===== src/rtl/sp_unit_pipe.sv =====
// Special-purpose unit: rotate, popcount, CLZ, reverse, min/max, CRC step.
// Results queue in an in-order writeback FIFO; CRC path built with SP_UNIT_CRC_EN.
module sp_unit_pipe #(
  parameter int          XLEN     = 32,
  parameter int          DEPTH    = 4,
  parameter int          ID_W     = 3,
  parameter logic [31:0] CRC_POLY = 32'hEDB88320
) (
  input  logic            clk,
  input  logic            rst,
  input  logic            issue_valid,
  output logic            issue_ready,
  input  logic [2:0]      issue_fn3,
  input  logic [6:0]      issue_fn7,
  input  logic [XLEN-1:0] issue_rs1,
  input  logic [XLEN-1:0] issue_rs2,
  input  logic [ID_W-1:0] issue_id,
  input  logic            flush,
  output logic            wb_done,
  output logic [ID_W-1:0] wb_id,
  output logic [XLEN-1:0] wb_rd,
  input  logic            wb_ack
);
  localparam int SW    = $clog2(XLEN);
  localparam int CNT_W = SW + 1;
  localparam int AW    = $clog2(DEPTH);
  localparam int CW    = AW + 1;

  logic [XLEN-1:0] mem_rd [DEPTH];
  logic [ID_W-1:0] mem_id [DEPTH];
  logic [AW-1:0]   wp, rp;
  logic [CW-1:0]   count;

  logic            accept, push, pop, idle;
  logic [XLEN-1:0] op_res, push_rd;
  logic [ID_W-1:0] push_id;
  logic [SW-1:0]   sh;
  logic            lt;
  logic            unused_bits;

  function automatic logic [XLEN-1:0] f_pop(input logic [XLEN-1:0] v);
    logic [CNT_W-1:0] n;
    n = '0;
    for (int i = 0; i < XLEN; i++) n = n + CNT_W'(v[i]);
    return XLEN'(n);
  endfunction

  function automatic logic [XLEN-1:0] f_clz(input logic [XLEN-1:0] v);
    logic [CNT_W-1:0] n;
    n = CNT_W'(XLEN);
    for (int i = 0; i < XLEN; i++)
      if (v[i]) n = CNT_W'(XLEN - 1 - i);
    return XLEN'(n);
  endfunction

  function automatic logic [XLEN-1:0] f_brev(input logic [XLEN-1:0] v);
    logic [XLEN-1:0] r;
    for (int i = 0; i < XLEN; i++) r[i] = v[XLEN-1-i];
    return r;
  endfunction

  function automatic logic [XLEN-1:0] f_bswap(input logic [XLEN-1:0] v);
    logic [XLEN-1:0] r;
    for (int i = 0; i < XLEN/8; i++) r[8*i +: 8] = v[XLEN-8-8*i +: 8];
    return r;
  endfunction

  assign sh = issue_rs2[SW-1:0];
  assign lt = issue_fn7[0] ? ($signed(issue_rs1) < $signed(issue_rs2))
                           : (issue_rs1 < issue_rs2);

  always_comb begin
    op_res = '0;
    case (issue_fn3)
      3'b000: op_res = issue_fn7[5]
        ? ((issue_rs1 >> sh) | (issue_rs1 << (XLEN - int'(sh))))
        : ((issue_rs1 << sh) | (issue_rs1 >> (XLEN - int'(sh))));
      3'b001: op_res = f_pop(issue_rs1);
      3'b011: op_res = f_clz(issue_rs1);
      3'b100: op_res = f_bswap(issue_rs1);
      3'b101: op_res = f_brev(issue_rs1);
      3'b110: op_res = (lt ^ issue_fn7[5]) ? issue_rs1 : issue_rs2;
      default: op_res = '0;
    endcase
  end

  assign wb_done     = (count != '0);
  assign wb_id       = wb_done ? mem_id[rp] : '0;
  assign wb_rd       = wb_done ? mem_rd[rp] : '0;
  assign pop         = wb_done & wb_ack & ~flush;
  // a same-cycle pop frees the slot, so a full FIFO can still accept
  assign issue_ready = ~rst & ~flush & idle
                     & ((count < CW'(DEPTH)) | pop);
  assign accept      = issue_valid & issue_ready;

`ifdef SP_UNIT_CRC_EN
  typedef enum logic {IDLE, CRC_BUSY} state_t;

  state_t          state, state_nx;
  logic [2:0]      cnt, cnt_nx;
  logic [31:0]     crc, crc_nx;
  logic [ID_W-1:0] crc_id, crc_id_nx;
  logic            crc_push, is_crc;

  function automatic logic [31:0] crc_bit(input logic [31:0] c);
    return c[0] ? ((c >> 1) ^ CRC_POLY) : (c >> 1);
  endfunction

  assign is_crc = (issue_fn3 == 3'b010);
  assign idle   = (state == IDLE);

  always_ff @(posedge clk) begin
    if (rst || flush) begin
      state  <= IDLE;
      cnt    <= '0;
      crc    <= '0;
      crc_id <= '0;
    end else begin
      state  <= state_nx;
      cnt    <= cnt_nx;
      crc    <= crc_nx;
      crc_id <= crc_id_nx;
    end
  end

  // first iteration happens on the accept edge, seven more while busy
  always_comb begin
    state_nx  = state;
    cnt_nx    = cnt;
    crc_nx    = crc;
    crc_id_nx = crc_id;
    crc_push  = 1'b0;
    case (state)
      IDLE: begin
        if (accept && is_crc) begin
          state_nx  = CRC_BUSY;
          cnt_nx    = 3'd1;
          crc_nx    = crc_bit(issue_rs1[31:0] ^ {24'b0, issue_rs2[7:0]});
          crc_id_nx = issue_id;
        end
      end
      CRC_BUSY: begin
        crc_nx = crc_bit(crc);
        cnt_nx = cnt + 3'd1;
        if (cnt == 3'd7) begin
          crc_push = 1'b1;
          state_nx = IDLE;
        end
      end
      default: state_nx = IDLE;
    endcase
  end

  assign push    = crc_push | (accept & ~is_crc);
  assign push_rd = crc_push ? XLEN'(crc_bit(crc)) : op_res;
  assign push_id = crc_push ? crc_id : issue_id;
  assign unused_bits = ^{issue_fn7[6], issue_fn7[4:1]};
`else
  assign idle    = 1'b1;
  assign push    = accept;
  assign push_rd = op_res;
  assign push_id = issue_id;
  assign unused_bits = ^{issue_fn7[6], issue_fn7[4:1], CRC_POLY};
`endif

  always_ff @(posedge clk) begin
    if (rst || flush) begin
      wp    <= '0;
      rp    <= '0;
      count <= '0;
    end else begin
      if (push) wp <= wp + AW'(1);
      if (pop)  rp <= rp + AW'(1);
      case ({push, pop})
        2'b10:   count <= count + CW'(1);
        2'b01:   count <= count - CW'(1);
        default: count <= count;
      endcase
    end
  end

  always_ff @(posedge clk) begin
    if (push && !rst && !flush) begin
      mem_rd[wp] <= push_rd;
      mem_id[wp] <= push_id;
    end
  end

endmodule


===== config.mk =====
export PLATFORM = sky130hd
export DESIGN_NAME = sp_unit_pipe
export DESIGN_NICKNAME = d
export VERILOG_FILES = /design/src/rtl/sp_unit_pipe.sv
export SDC_FILE = /design/constraint.sdc
export NUM_CORES = 1
export LEC_CHECK = 0
export CAP_MARGIN = 20
export CORE_MARGIN = 2
export CORE_UTILIZATION = 50
export CTS_CLUSTER_SIZE = 16
export DETAILED_ROUTE_END_ITERATION = 7
export PLACE_DENSITY = 0.69
export SETUP_SLACK_MARGIN = 0.1
export SYNTH_ARGS = -nofsm -noshare
export SYNTH_HDL_FRONTEND = slang
export SYNTH_SLANG_ARGS = --single-unit

===== constraint.sdc =====
create_clock -name clk -period 7 [get_ports clk]
set_clock_uncertainty 0.2 [all_clocks]
set_input_delay 1.4 -clock clk [delete_from_list [all_inputs] [get_ports clk]]
set_output_delay 1.4 -clock clk [all_outputs]
set_load 0.05 [all_outputs]

==> impl_metrics.tcl, run 1 <==
set metrics [dict create \
    status "complete, no violations" \
    path_cells "clkdlybuf4s50_1 -> fa_1 -> inv_2 -> fa_1 -> inv_1 -> fa_1 -> fa_1 -> fa_1 -> inv_1 -> fa_1 -> inv_1 -> ha_2 -> fa_2 -> a21o_1 -> a21oi_2 -> xnor2_1 -> a222oi_1 -> a21bo_2 -> a31oi_4 -> o21ai_4" \
    leakagePower_nw 6.69 \
    critPathLaunchType "input pin" \
    finalSetupViolations 0 \
    syn_inst 1632 \
    hold_violations 0 \
    power_mw 3.73 \
    grt_pass1_vias 14800 \
    layout_commonest_cell "nor2_1" \
    n_fill_cell 2755 \
    drive_gt1_share_pct 18.5 \
    clk_pin_slew_ns 0.07 \
    ant_nets 0 \
    start_util_pct 51.0 \
    rows 65 \
    path_class "in2reg" \
    path_buf_inv 5 \
    power_density_nw_per_um2 205 \
    worstPathMaxFanout 4 \
    async_flop_share_pct 0 \
    via_count 15300 \
    fmax_mhz 146 \
    post-route-min-period_ns 6.83 \
    core-area_sq_um 31700 \
    die_h_microns 184 \
    drc 0 \
    hold_class "reg2reg" \
    cp_common_cell "fa_1" \
    finish.utilization_pct 57.4 \
    final_net_count 1808 \
    yosys_warnings 0 \
    dpl_worst_slack_ns -0.508 \
    synth_edf_count 140 \
    die_w_microns 184 \
    max_stage_delay_ns 0.50 \
    cp-end-kind "flip-flop" \
    synthesis.nets 1785 \
    cts_hold_buf 0 \
    critPathSlowestCell "fa_1" \
    max_slew.worst_pin.slew_ns 1.04 \
    synth.ff_latch_count 149 \
    postCtsSetupBuffers 0 \
    fin_crit_sh_pct 97.6 \
    cts_root_buffer "clkbuf_16" \
    cts_buffers 17 \
    via_per_inst 7.38 \
    final_cells 2070 \
    grt_usage_pct 39.9 \
    clock-sinks 149 \
    wl_per_cell_microns 32.5 \
    final_cell_mix "nor2_1, edfxtp_1, mux4_2, mux2i_1, nand2_1" \
    dr.pass1.iters 8 \
    dieArea_sq_um 33800 \
    netlist_area_sq_um 16200 \
    dpl.cell_count 2038 \
    clk_latency_ns 0.42 \
    postSynthAreaPerCell_sq_um 9.91 \
    gp_congestion 1.06 \
    numPortBuffers 113 \
    cp.arrival_ns 6.79 \
    globalRouteOverflowTotal 0 \
    ir_drop_mv 0.177 \
    io_pins 119 \
    ys_types 88 \
    maxCapViolCount 0 \
    diodes 0 \
    ctsHtreeMaxLevel 4 \
    cp.required_ns 6.95 \
    dp_hpwl_mm 44.0 \
    syn_to_final_growth_pct 12.4 \
    wirelength_mm 67.3 \
    crit_family "adder cells" \
    drtIter0Drc 2043 \
    grt_antenna_before_repair 0 \
    grt_max_degree 95 \
    grt_pass1_wl_mm 97.5 \
    synth_ff_type "edfxtp_1" \
    slew_headroom_pct 30.8 \
    slew_viol_final 0 \
    rsz0062_at_grt "no" \
    cts_tree "built" \
    ys_seq_area_share_pct 27.1 \
    setup_slack_ns 0.166 \
    clockBufferDepth 2 \
    hold_slack_ns 0.324 \
]
[state kept, by name, indices dropped and copies added, names as in the netlist, named ones only]
name / flops
mem_rd: 128
mem_id: 12
count: 3
rp: 2
wp: 2
[cells in the mapped netlist, types with 7 or more instances]
| library cell | number | area (sq um) |
|---|---|---|
| buf_1 | 11 | 41.3 |
| o22ai_1 | 9 | 56.3 |
| ha_1 | 46 | 576 |
| nor4_1 | 9 | 56.3 |
| a221oi_1 | 18 | 158 |
| a22o_1 | 9 | 78.8 |
| buf_6 | 16 | 180 |
| a211o_1 | 7 | 61.3 |
| nand4_1 | 11 | 68.8 |
| o221ai_1 | 26 | 228 |
| a21o_1 | 12 | 90.1 |
| o21ai_1 | 34 | 170 |
| mux4_2 | 123 | 2770 |
| o21ai_0 | 75 | 375 |
| nor3_1 | 31 | 155 |
| o211ai_1 | 27 | 203 |
| buf_4 | 18 | 135 |
| mux2_2 | 32 | 360 |
| nand2_1 | 103 | 387 |
| a31oi_1 | 15 | 93.8 |
| nor2_1 | 183 | 687 |
| clkbuf_1 | 95 | 357 |
| edfxtp_1 | 140 | 4200 |
| a21oi_1 | 84 | 420 |
| dfxtp_1 | 9 | 180 |
| a211oi_1 | 21 | 158 |
| a22oi_1 | 20 | 150 |
| buf_2 | 41 | 205 |
| and3_1 | 8 | 50.1 |
| mux2i_1 | 120 | 1200 |
| fa_1 | 25 | 500 |
| nand2b_1 | 8 | 50.1 |
| nand3_1 | 16 | 80.1 |
| inv_1 | 76 | 285 |
| nor2b_1 | 45 | 282 |
[where the power goes]
| part | total [mW] | switching (mW) | internal, mW |
|---|---|---|---|
| clock network | 0.914 | 0.426 | 0.488 |
| logic | 1.80 | 1.07 | 0.731 |
| registers | 1.02 | 0.00297 | 1.01 |
[routing by layer]
layer	GRT usage, %	wire length [microns]	share of wire (%)	vias to the layer above
met3	12.3	9070	13	336
li1	-	-	-	6294
met2	58.1	28500	42	1250
met1	51.1	24300	36	7392
met5	0	0	0	-
met4	26.7	5390	8.0	0
[worst min-delay path: cells and delay by family (launching register included)]
family          cells  cell delay [ns]
compound gates      2             0.14
flops               1             0.34
[what timing repair did]
item	CTS	global route
gates resized for setup	6	10
pin swaps	0	4
endpoints found under the setup margin	4	8
endpoints found under the hold margin	0	0
[layout make-up]
cell class | count | area (sq um) | area share [%]
multi-input combinational | 1221 | 10600 | 58.5
sequential | 149 | 4390 | 24.1
timing repair buffer | 187 | 1740 | 9.55
tap | 402 | 503 | 2.76
clock buffer | 17 | 425 | 2.34
inverter | 79 | 297 | 1.63
clock inverter | 15 | 194 | 1.07
[logic make-up after synthesis]
family / share of synthesized area (%)
simple gates: 12.4
compound gates: 17.3
mux: 27.8
buf+inv: 7.73
flops: 27.1
fa+ha+maj: 6.65
xor+xnor: 1.01
[stage by stage]
step | instance area, sq um | TNS (ns)
after floorplan | 16200 | 0
after global placement | 17500 | -2.22
after detailed placement | 17500 | -3.57
after CTS | 18200 | 0
after global routing | 18200 | 0
final | 18200 | 0
[path summary, 6_finish.rpt]
check	start	to	slack, ns	cells after the start
max	issue_rs1[15]	mem_rd[1][4]$_DFFE_PP_	0.17	20
min	count[2]$_SDFFE_PP0P_	count[2]$_SDFFE_PP0P_	0.32	2
max reg2reg	count[0]$_SDFFE_PP0P_	count[2]$_SDFFE_PP0P_	4.32	9
min reg2reg	count[2]$_SDFFE_PP0P_	count[2]$_SDFFE_PP0P_	0.32	2
Power figures use the tool's default switching activity.
==> inputs of run 2 (changes only) <==
- CTS_BUF_LIST: default -> sky130_fd_sc_hd__clkbuf_2 sky130_fd_sc_hd__clkbuf_4 sky130_fd_sc_hd__clkbuf_8
==> run 2 against run 1 <==
Compared with the run above:
- maximum frequency up 0.43%
- count of clock-buffer cells in the layout unchanged
- sequential power about the same
- register-to-register slack about the same
- sequential share of layout area up 0.26 points
- clock power down 26%
- die area unchanged
- global-route usage down 0.30 points
- critical endpoint unchanged
- largest power group unchanged
==> impl_metrics.tcl, run 2 (same netlist as run 1, synthesis figures left out) <==
set metrics [dict create \
    rows 65 \
    wirelength_mm 66.9 \
    path_class "in2reg" \
    dp_hpwl_mm 44.0 \
    slew_headroom_pct 25.0 \
    hold_violations 0 \
    critPathLaunchType "input pin" \
    reg2reg_from "count[0]$_SDFFE_PP0P_" \
    grt_pass1_vias 14900 \
    finish.utilization_pct 56.7 \
    multiInputGateArea_sq_um 10600 \
    ir_drop_mv 0.178 \
    drc 0 \
    cts_hold_buf 0 \
    clockBufferDepth 2 \
    grt_max_degree 95 \
    drtIter0Drc 2010 \
    max_slew.worst_pin.slew_ns 1.12 \
    post-route-min-period_ns 6.80 \
    largest_register_ffs 128 \
    hold_class "reg2reg" \
    globalRouteOverflowTotal 0 \
    numPortBuffers 113 \
    wl_per_cell_microns 32.3 \
    die_h_microns 184 \
    worstPathMaxFanout 4 \
    cts_buffers 17 \
    largest_register "mem_rd" \
    cp.arrival_ns 6.79 \
    grt_pass1_wl_mm 97.0 \
    final_cell_mix "nor2_1, edfxtp_1, mux4_2, mux2i_1, nand2_1" \
    syn_to_final_growth_pct 11.3 \
    seq_area_sq_um 4390 \
    ant_nets 0 \
    rsz0062_at_grt "no" \
    cp-end-kind "flip-flop" \
    ctsHtreeMaxLevel 4 \
    grt_usage_pct 39.6 \
    setup_slack_ns 0.195 \
    clock-sinks 149 \
    fin_crit_sh_pct 97.2 \
    slew_viol_final 0 \
    crit_start "issue_rs1[17]" \
    final_net_count 1808 \
    status "complete, no violations" \
    fmax_mhz 147 \
    leakagePower_nw 6.59 \
    die_w_microns 184 \
    dpl_worst_slack_ns -0.508 \
    n_fill_cell 2775 \
    hp-start "count[2]$_SDFFE_PP0P_" \
    start_util_pct 51.0 \
    clk_latency_ns 0.45 \
    cp.required_ns 6.99 \
    hold_slack_ns 0.329 \
    clk_pin_slew_ns 0.10 \
    drive_gt1_share_pct 18.5 \
    dr.pass1.iters 8 \
    reg_top3 "mem_rd: 128 flops, mem_id: 12 flops, count: 3 flops" \
    layout_commonest_cell "nor2_1" \
    power_density_nw_per_um2 193 \
    gp_congestion 1.06 \
    grt_antenna_before_repair 1 \
    core-area_sq_um 31700 \
    cts_root_buffer "clkbuf_8" \
    io_pins 119 \
    cts_tree "built" \
    via_count 15300 \
    finalSetupViolations 0 \
    dieArea_sq_um 33800 \
    maxCapViolCount 0 \
    via_per_inst 7.37 \
]
-- run 2: cell count changes in the layout (fill, tap and decap cells not counted), sizes merged --
cell	delta
dlymetal6s2s	-1
diode	+1
clkdlybuf4s50	+1
-- run 2: layout make-up --
class	instances	share of cell area, %
antenna	1	0.0139
clock buffer	17	1.30
clock inverter	15	1.08
inverter	79	1.65
multi-input combinational	1221	59.2
sequential	149	24.4
tap	402	2.79
timing repair buffer	187	9.63
-- run 2: power breakdown --
part           internal [mW]  switching, mW  leakage, nW
clock network          0.279          0.392        0.212
logic                  0.729           1.06         5.03
registers               1.01        0.00288         1.35
total                   2.02           1.46         6.59
-- run 2: metal layers --
metal	global-route usage (%)	routed length (microns)
met1	50.4	23900
met2	57.0	28300
met3	12.8	9230
met4	27.7	5450
met5	0	64
-- run 2: worst max-delay path, stage by stage --
cell             delay (ns)
clkdlybuf4s50_1        0.49
fa_1                   0.46
fa_1                   0.50
inv_1                  0.05
fa_1                   0.49
inv_1                  0.06
fa_1                   0.47
fa_1                   0.49
inv_1                  0.05
fa_1                   0.47
inv_1                  0.05
ha_2                   0.18
fa_2                   0.39
a21o_1                 0.19
a21oi_2                0.14
xnor2_1                0.08
a222oi_1               0.24
a21bo_2                0.30
a31oi_4                0.18
o21ai_4                0.10
-- run 2: final timing paths --
path	end	slack, ns	depth (start not counted)
worst max-delay path	mem_rd[1][4]$_DFFE_PP_	0.20	20
worst min register to register	count[2]$_SDFFE_PP0P_	0.33	2
worst min-delay path	count[2]$_SDFFE_PP0P_	0.33	2
worst max register to register	count[2]$_SDFFE_PP0P_	4.31	9
-- run 2: through the flow --
stage	setup TNS, ns	area, sq um	power [mW]	instances
after floorplan	0	16200	2.19	1632
after global placement	-2.22	17500	2.70	2038
after detailed placement	-3.57	17500	2.74	2038
after CTS	0	18000	3.43	2070
after global routing	0	18000	3.65	2070
final	0	18000	3.48	2071
-- run 2: timing repair --
action,in CTS,in global routing
setup buffers,0,0
pin swaps,0,2
resized for setup,5,9
endpoints found under the setup margin,4,8
hold endpoints to repair,0,0
